===== config.mk =====
export PLATFORM = sky130hd
export DESIGN_NAME = alu_pipe
export DESIGN_NICKNAME = d
export VERILOG_FILES = /design/src/rtl/alu_pipe.sv
export SDC_FILE = /design/constraint.sdc
export NUM_CORES = 1
export LEC_CHECK = 0
export BUFFER_PORTS_ARGS = -buffer_cell sky130_fd_sc_hd__buf_2
export CAP_MARGIN = 20
export CORE_MARGIN = 2
export CORE_UTILIZATION = 50
export DETAILED_ROUTE_END_ITERATION = 16
export HOLD_SLACK_MARGIN = 0.06
export PLACE_DENSITY_LB_ADDON = 0.3
export SYNTH_ARGS = -nofsm -noshare
export SYNTH_HDL_FRONTEND = slang
export SYNTH_SLANG_ARGS = --single-unit

===== constraint.sdc =====
create_clock -name clk -period 10.8 [get_ports clk]
set_clock_uncertainty 0.2 [all_clocks]
set_input_delay 2.7 -clock clk [delete_from_list [all_inputs] [get_ports clk]]
set_output_delay 2.7 -clock clk [all_outputs]
set_load 0.005 [all_outputs]

===== src/rtl/alu_pipe.sv =====
// Two-stage pipelined ALU: stage 1 does invert/add/OR, stage 2 does the shift and derives flags.
// Valid/ready handshake on both sides; data registers carry no reset.
module alu_pipe #(
   parameter int unsigned DATA_WIDTH = 64,
   parameter int unsigned SHIFT_AMT  = $clog2(DATA_WIDTH),
   parameter bit          FLAGS_EN   = 1'b1
) (
   input  logic                  clk,
   input  logic                  rst,
   input  logic                  in_valid,
   output logic                  in_ready,
   input  logic [DATA_WIDTH-1:0] data_in_a,
   input  logic [DATA_WIDTH-1:0] data_in_b,
   input  logic                  invert_a,
   input  logic                  invert_b,
   input  logic                  invert_out,
   input  logic                  or_enable,
   input  logic                  carry_in,
   input  logic [1:0]            shift_mode,
   input  logic [SHIFT_AMT-1:0]  shift_code,
   output logic                  out_valid,
   input  logic                  out_ready,
   output logic [DATA_WIDTH-1:0] data_out,
   output logic                  carry_out,
   output logic                  flag_zero,
   output logic                  flag_neg,
   output logic                  flag_ovf
);

   localparam int unsigned Msb = DATA_WIDTH - 1;

   typedef enum logic [1:0] {
      ShNone = 2'b00,
      ShSll  = 2'b01,
      ShSrl  = 2'b10,
      ShSra  = 2'b11
   } shift_e;

   // Handshake
   logic s1_valid_q, s1_valid_d;
   logic s2_valid_q, s2_valid_d;
   logic s1_advance;
   logic s1_accept;

   // Stage 1 payload
   logic [DATA_WIDTH-1:0] s1_data_q, s1_data_d;
   logic                  s1_carry_q, s1_carry_d;
   logic                  s1_ovf_q, s1_ovf_d;
   logic [1:0]            s1_mode_q;
   logic [SHIFT_AMT-1:0]  s1_code_q;

   // Stage 2 payload
   logic [DATA_WIDTH-1:0] s2_data_q, s2_data_d;
   logic                  s2_carry_q;
   logic                  s2_ovf_q;
   logic                  s2_zero_q, s2_zero_d;
   logic                  s2_neg_q, s2_neg_d;

   // Stage 1 datapath
   logic [DATA_WIDTH-1:0] a_op, b_op, raw_res;
   logic [DATA_WIDTH:0]   sum;

   // S1 may move forward whenever S2 is empty or draining this cycle
   assign s1_advance = !s2_valid_q || out_ready;
   assign in_ready   = !rst && (!s1_valid_q || s1_advance);
   assign s1_accept  = in_valid && in_ready;

   always_comb begin
      a_op    = invert_a ? ~data_in_a : data_in_a;
      b_op    = invert_b ? ~data_in_b : data_in_b;
      sum     = {1'b0, a_op} + {1'b0, b_op} + {{DATA_WIDTH{1'b0}}, carry_in};
      raw_res = or_enable ? (a_op | b_op) : sum[DATA_WIDTH-1:0];

      s1_data_d  = invert_out ? ~raw_res : raw_res;
      s1_carry_d = !or_enable && sum[DATA_WIDTH];
      // Overflow looks at the un-inverted result
      s1_ovf_d   = !or_enable && (a_op[Msb] == b_op[Msb]) && (raw_res[Msb] != a_op[Msb]);
   end

   // Stage 2 datapath: shift then derive flags from the final value
   always_comb begin
      s2_data_d = s1_data_q;
      unique case (shift_e'(s1_mode_q))
         ShSll:   s2_data_d = s1_data_q << s1_code_q;
         ShSrl:   s2_data_d = s1_data_q >> s1_code_q;
         ShSra:   s2_data_d = DATA_WIDTH'($signed(s1_data_q) >>> s1_code_q);
         default: s2_data_d = s1_data_q;
      endcase
      s2_zero_d = (s2_data_d == '0);
      s2_neg_d  = s2_data_d[Msb];
   end

   always_comb begin
      s1_valid_d = s1_valid_q;
      s2_valid_d = s2_valid_q;
      if (s1_advance) begin
         s2_valid_d = s1_valid_q;
      end
      if (in_ready) begin
         s1_valid_d = in_valid;
      end
   end

   always_ff @(posedge clk) begin
      if (rst) begin
         s1_valid_q <= 1'b0;
         s2_valid_q <= 1'b0;
      end else begin
         s1_valid_q <= s1_valid_d;
         s2_valid_q <= s2_valid_d;
      end
   end

   always_ff @(posedge clk) begin
      if (s1_accept) begin
         s1_data_q  <= s1_data_d;
         s1_carry_q <= s1_carry_d;
         s1_ovf_q   <= s1_ovf_d;
         s1_mode_q  <= shift_mode;
         s1_code_q  <= shift_code;
      end
   end

   always_ff @(posedge clk) begin
      if (s1_advance && s1_valid_q) begin
         s2_data_q  <= s2_data_d;
         s2_carry_q <= s1_carry_q;
         s2_ovf_q   <= s1_ovf_q;
         s2_zero_q  <= s2_zero_d;
         s2_neg_q   <= s2_neg_d;
      end
   end

   // Outputs read as zero whenever no result is being offered
   assign out_valid = s2_valid_q;
   assign data_out  = s2_valid_q ? s2_data_q : '0;
   assign carry_out = s2_valid_q && s2_carry_q;
   assign flag_zero = FLAGS_EN && s2_valid_q && s2_zero_q;
   assign flag_neg  = FLAGS_EN && s2_valid_q && s2_neg_q;
   assign flag_ovf  = FLAGS_EN && s2_valid_q && s2_ovf_q;

endmodule

==> results.sh <==
export IMPL_status="completed"
export IMPL_grt_pass1_wl_mm=149
export IMPL_yosys_cell_types_count=82
export IMPL_grt_max_degree=140
export IMPL_fin_setup_tns_ps=0
export IMPL_holdCritPathClass="flip-flop to flip-flop"
export IMPL_synth_top_family_by_area="multiplexers"
export IMPL_ys_warn_count=0
export IMPL_finalCriticalPeriod_ps=7700
export IMPL_dp_hpwl_mm=77.4
export IMPL_maxClockFrequency_ghz=0.130
export IMPL_cap_viol_max_count=0
export IMPL_fin_crit_sh=0.713
export IMPL_yosysSeqAreaShare=0.192
export IMPL_area_delta_synth_final_pct=9.01
export IMPL_rrSetupSlack_ps=4560
export IMPL_postLayoutCoreUtil=0.551
export IMPL_drive_gt1_frac=0.189
export IMPL_instances_no_fill=3286
export IMPL_crit_chain="buf_4 > buf_4 > xnor2_1 > fa_1 > inv_1 > fa_1 > a21o_1 > a221o_1 > a211oi_1 > o21ai_0 > a221oi_1 > o21ai_0 > a221oi_1 > xnor2_1 > o21ai_0 > xnor2_1"
export IMPL_antenna_found_initial=2
export IMPL_reg2reg_from="s1_code_q[0]"
export IMPL_synthArstFlopShare=0
export IMPL_ioPinCount=215
export IMPL_peakVddDrop_mv=0.136
export IMPL_placed_area_sq_mm=0.0237
export IMPL_fillCellCount=4002
export IMPL_hold_violations=0
export IMPL_grt_overflow_total=0
export IMPL_worstPathRequired_ps=10790
export IMPL_dp_cells=3250
export IMPL_clkTransAtPathRegs_ps=60
export IMPL_drtPass1Iterations=7
export IMPL_p_per_area_mw_per_mm2=121
export IMPL_io_buffers=214
export IMPL_power_leakage_nw=10.1
export IMPL_vias=23200
export IMPL_synth_seq_cells=143
export IMPL_rows=77
export IMPL_syn_nets=2887
export IMPL_timing_rr_end="s2_zero_q"
export IMPL_wire_per_inst_microns=31.3
export IMPL_yosys_area_share_simple=0.166
export IMPL_slew_headroom=0.181
export IMPL_drt_total_wl_mm=103
export IMPL_final_cell_area_sq_mm=0.0243
export IMPL_crit_fanout=51
export IMPL_place_congestion=1.09
export IMPL_synth_fa_ha_area_frac=0.0730
export IMPL_grt_pass1_vias=22200
export IMPL_setup_worst_path_start="invert_a"
export IMPL_gr_usage_all_layers=0.438
export IMPL_startpoint_type="input port"
export IMPL_path_class="input port to flip-flop"
export IMPL_ctsHoldBuffers=0
export IMPL_cts_made_buffers=17
export IMPL_start_util=0.505
export IMPL_total_power_mw=2.93
export IMPL_rsz0062_at_grt="false"
export IMPL_synthMuxAreaShare=0.216
export IMPL_drtIter0Drc=3431
export IMPL_cp_slowest_stage_delay_ps=760
export IMPL_core_area_sq_mm=0.0441
export IMPL_viasPerCell=7.06
export IMPL_synth_xor_area_frac=0.0931
export IMPL_cts_resized_gates=0
export IMPL_worstSkewPairLatency_ps=460
export IMPL_cts_tree="done"
export IMPL_ys_flop_type="edfxtp_1"
export IMPL_cp_endpoint="s1_data_q[44]"
export IMPL_cts_max_level=4
export IMPL_die_area_sq_mm=0.0463
export IMPL_slowest_stage="a221oi_1"
export IMPL_drc_errors=0
export IMPL_ant_nets=0
export IMPL_reg2regPathDepth=12
export IMPL_post_cts_buffers=0
export IMPL_cts_root_buf="clkbuf_16"
export IMPL_synth_edf_count=141
export IMPL_synth_compound_area_frac=0.193
export IMPL_worst_pin_slew_ps=1230
export IMPL_die_w_microns=215
export IMPL_max_clock_path_buffers=2
export IMPL_crit_path_end_kind="flip-flop"
export IMPL_drv_slew=0
export IMPL_setup_viol=0
export IMPL_final_net_count=2955
export IMPL_synth_cells=2613
export IMPL_synthesis_area_sq_mm=0.0223
export IMPL_die_height_microns=215
export IMPL_syn_area_per_cell_sq_um=8.54
export IMPL_cp_arrival_ps=7680
export IMPL_clock_sinks=143
routing by layer:
metal | vias up | routed length, microns | global-route usage
met4 | 4 | 8810 | 0.304
met1 | 11000 | 36500 | 0.523
met3 | 491 | 12700 | 0.141
li1 | 9811 | - | -
met2 | 1929 | 44600 | 0.669
met5 | - | 68 | 0.00833
cell families (layout without fill, tap and decap cells):
family | after synthesis | after routing
AO/OA/AOI/OAI | 657 | 657
XOR/XNOR | 237 | 237
adder cells (fa/ha/maj) | 129 | 129
buffers and inverters | 370 | 450
flip-flops | 143 | 143
multiplexers | 306 | 306
other | 0 | 1
AND/OR/NAND/NOR | 771 | 771
cell usage in the layout (no fill, tap or decap), drive strengths merged, types with 10 or more instances in the layout:
cell,netlist,layout
a21o,35,35
mux4,136,136
nand4,12,12
and2,80,80
o22ai,56,56
nor3,48,48
or2,14,14
xnor2,68,68
xor2,169,169
mux2,47,47
or3,10,10
buf,65,263
mux2i,123,123
o31ai,14,14
o211ai,28,28
clkinv,1,10
nor2,217,217
edfxtp,141,141
clkbuf,151,20
a31oi,36,36
ha,127,127
nor4b,12,12
nand2b,19,19
a22oi,20,20
nor4,20,20
a211oi,30,30
a221oi,16,16
nor2b,22,22
inv,153,151
nand2,227,227
o21bai,10,10
nand3,43,43
and3,16,16
a21oi,141,141
o221ai,14,14
o21ai,149,149
stage by stage:
stage / worst slack, ps / hold WS (ps)
detailed placement: 2730 / 240
floorplan: 3740 / 200
finish: 3100 / 248
CTS: 3200 / 253
global route: 2820 / 270
global placement: 2850 / 234
cell type report:
class                           count  area (sq um)  area share
Timing Repair Buffer              265          1520      0.0625
Multi-Input combinational cell   2100         16600       0.683
Sequential cell                   143          4270       0.176
Inverter                          154           579      0.0238
Clock inverter                     13           171     0.00705
Antenna cell                        1          2.50    0.000103
Tap cell                          592           741      0.0305
Clock buffer                       18           429      0.0177
worst max-delay path, delay by kind of cell:
kind	cells	cell delay [ps]
xor+xnor	3	590
compound gates	8	2710
fa+ha+maj	2	660
buf+inv	3	980
worst min path at each step:
| stage | start | cells past startpoint | end | slack, ps |
|---|---|---|---|---|
| floorplan | s1_carry_q | 0 | s2_carry_q | 200 |
| global placement | s1_ovf_q | 0 | s2_ovf_q | 230 |
| detailed placement | s1_ovf_q | 0 | s2_ovf_q | 240 |
| CTS | s1_ovf_q | 0 | s2_ovf_q | 250 |
| global route | s1_carry_q | 0 | s2_carry_q | 270 |
| finish | s1_ovf_q | 0 | s2_ovf_q | 250 |
report_power, final:
group / internal, mW / switching [mW]
Combinational: 0.580 / 0.941
Sequential: 0.691 / 0.116
Clock: 0.380 / 0.225
Total: 1.65 / 1.28
cells in the mapped netlist, types with 22 or more instances:
cell      number  area [sq um]
nand2_1      227           852
xnor2_1       68           596
clkbuf_1     151           567
nor3_1        48           240
buf_1         34           128
mux2_2        46           518
mux4_2       136          3060
xor2_1       169          1480
mux2i_1      123          1230
o21ai_0      146           731
inv_1        152           571
nor2_1       217           815
o22ai_1       56           350
edfxtp_1     141          4230
ha_1         127          1590
a211oi_1      30           225
and2_1        80           500
a21o_1        35           263
a31oi_1       36           225
o211ai_1      28           210
nand3_1       43           215
a21oi_1      141           706
nor2b_1       22           138
flip-flops by register name, indices dropped and copies added (netlist names):
name and count:
out_valid 1, s1_carry_q 1, s1_code_q 6, s1_data_q 64
s1_mode_q 2, s1_ovf_q 1, s1_valid_q 1, s2_carry_q 1
s2_data_q 64, s2_ovf_q 1, s2_zero_q 1
Power figures use the tool's default switching activity.
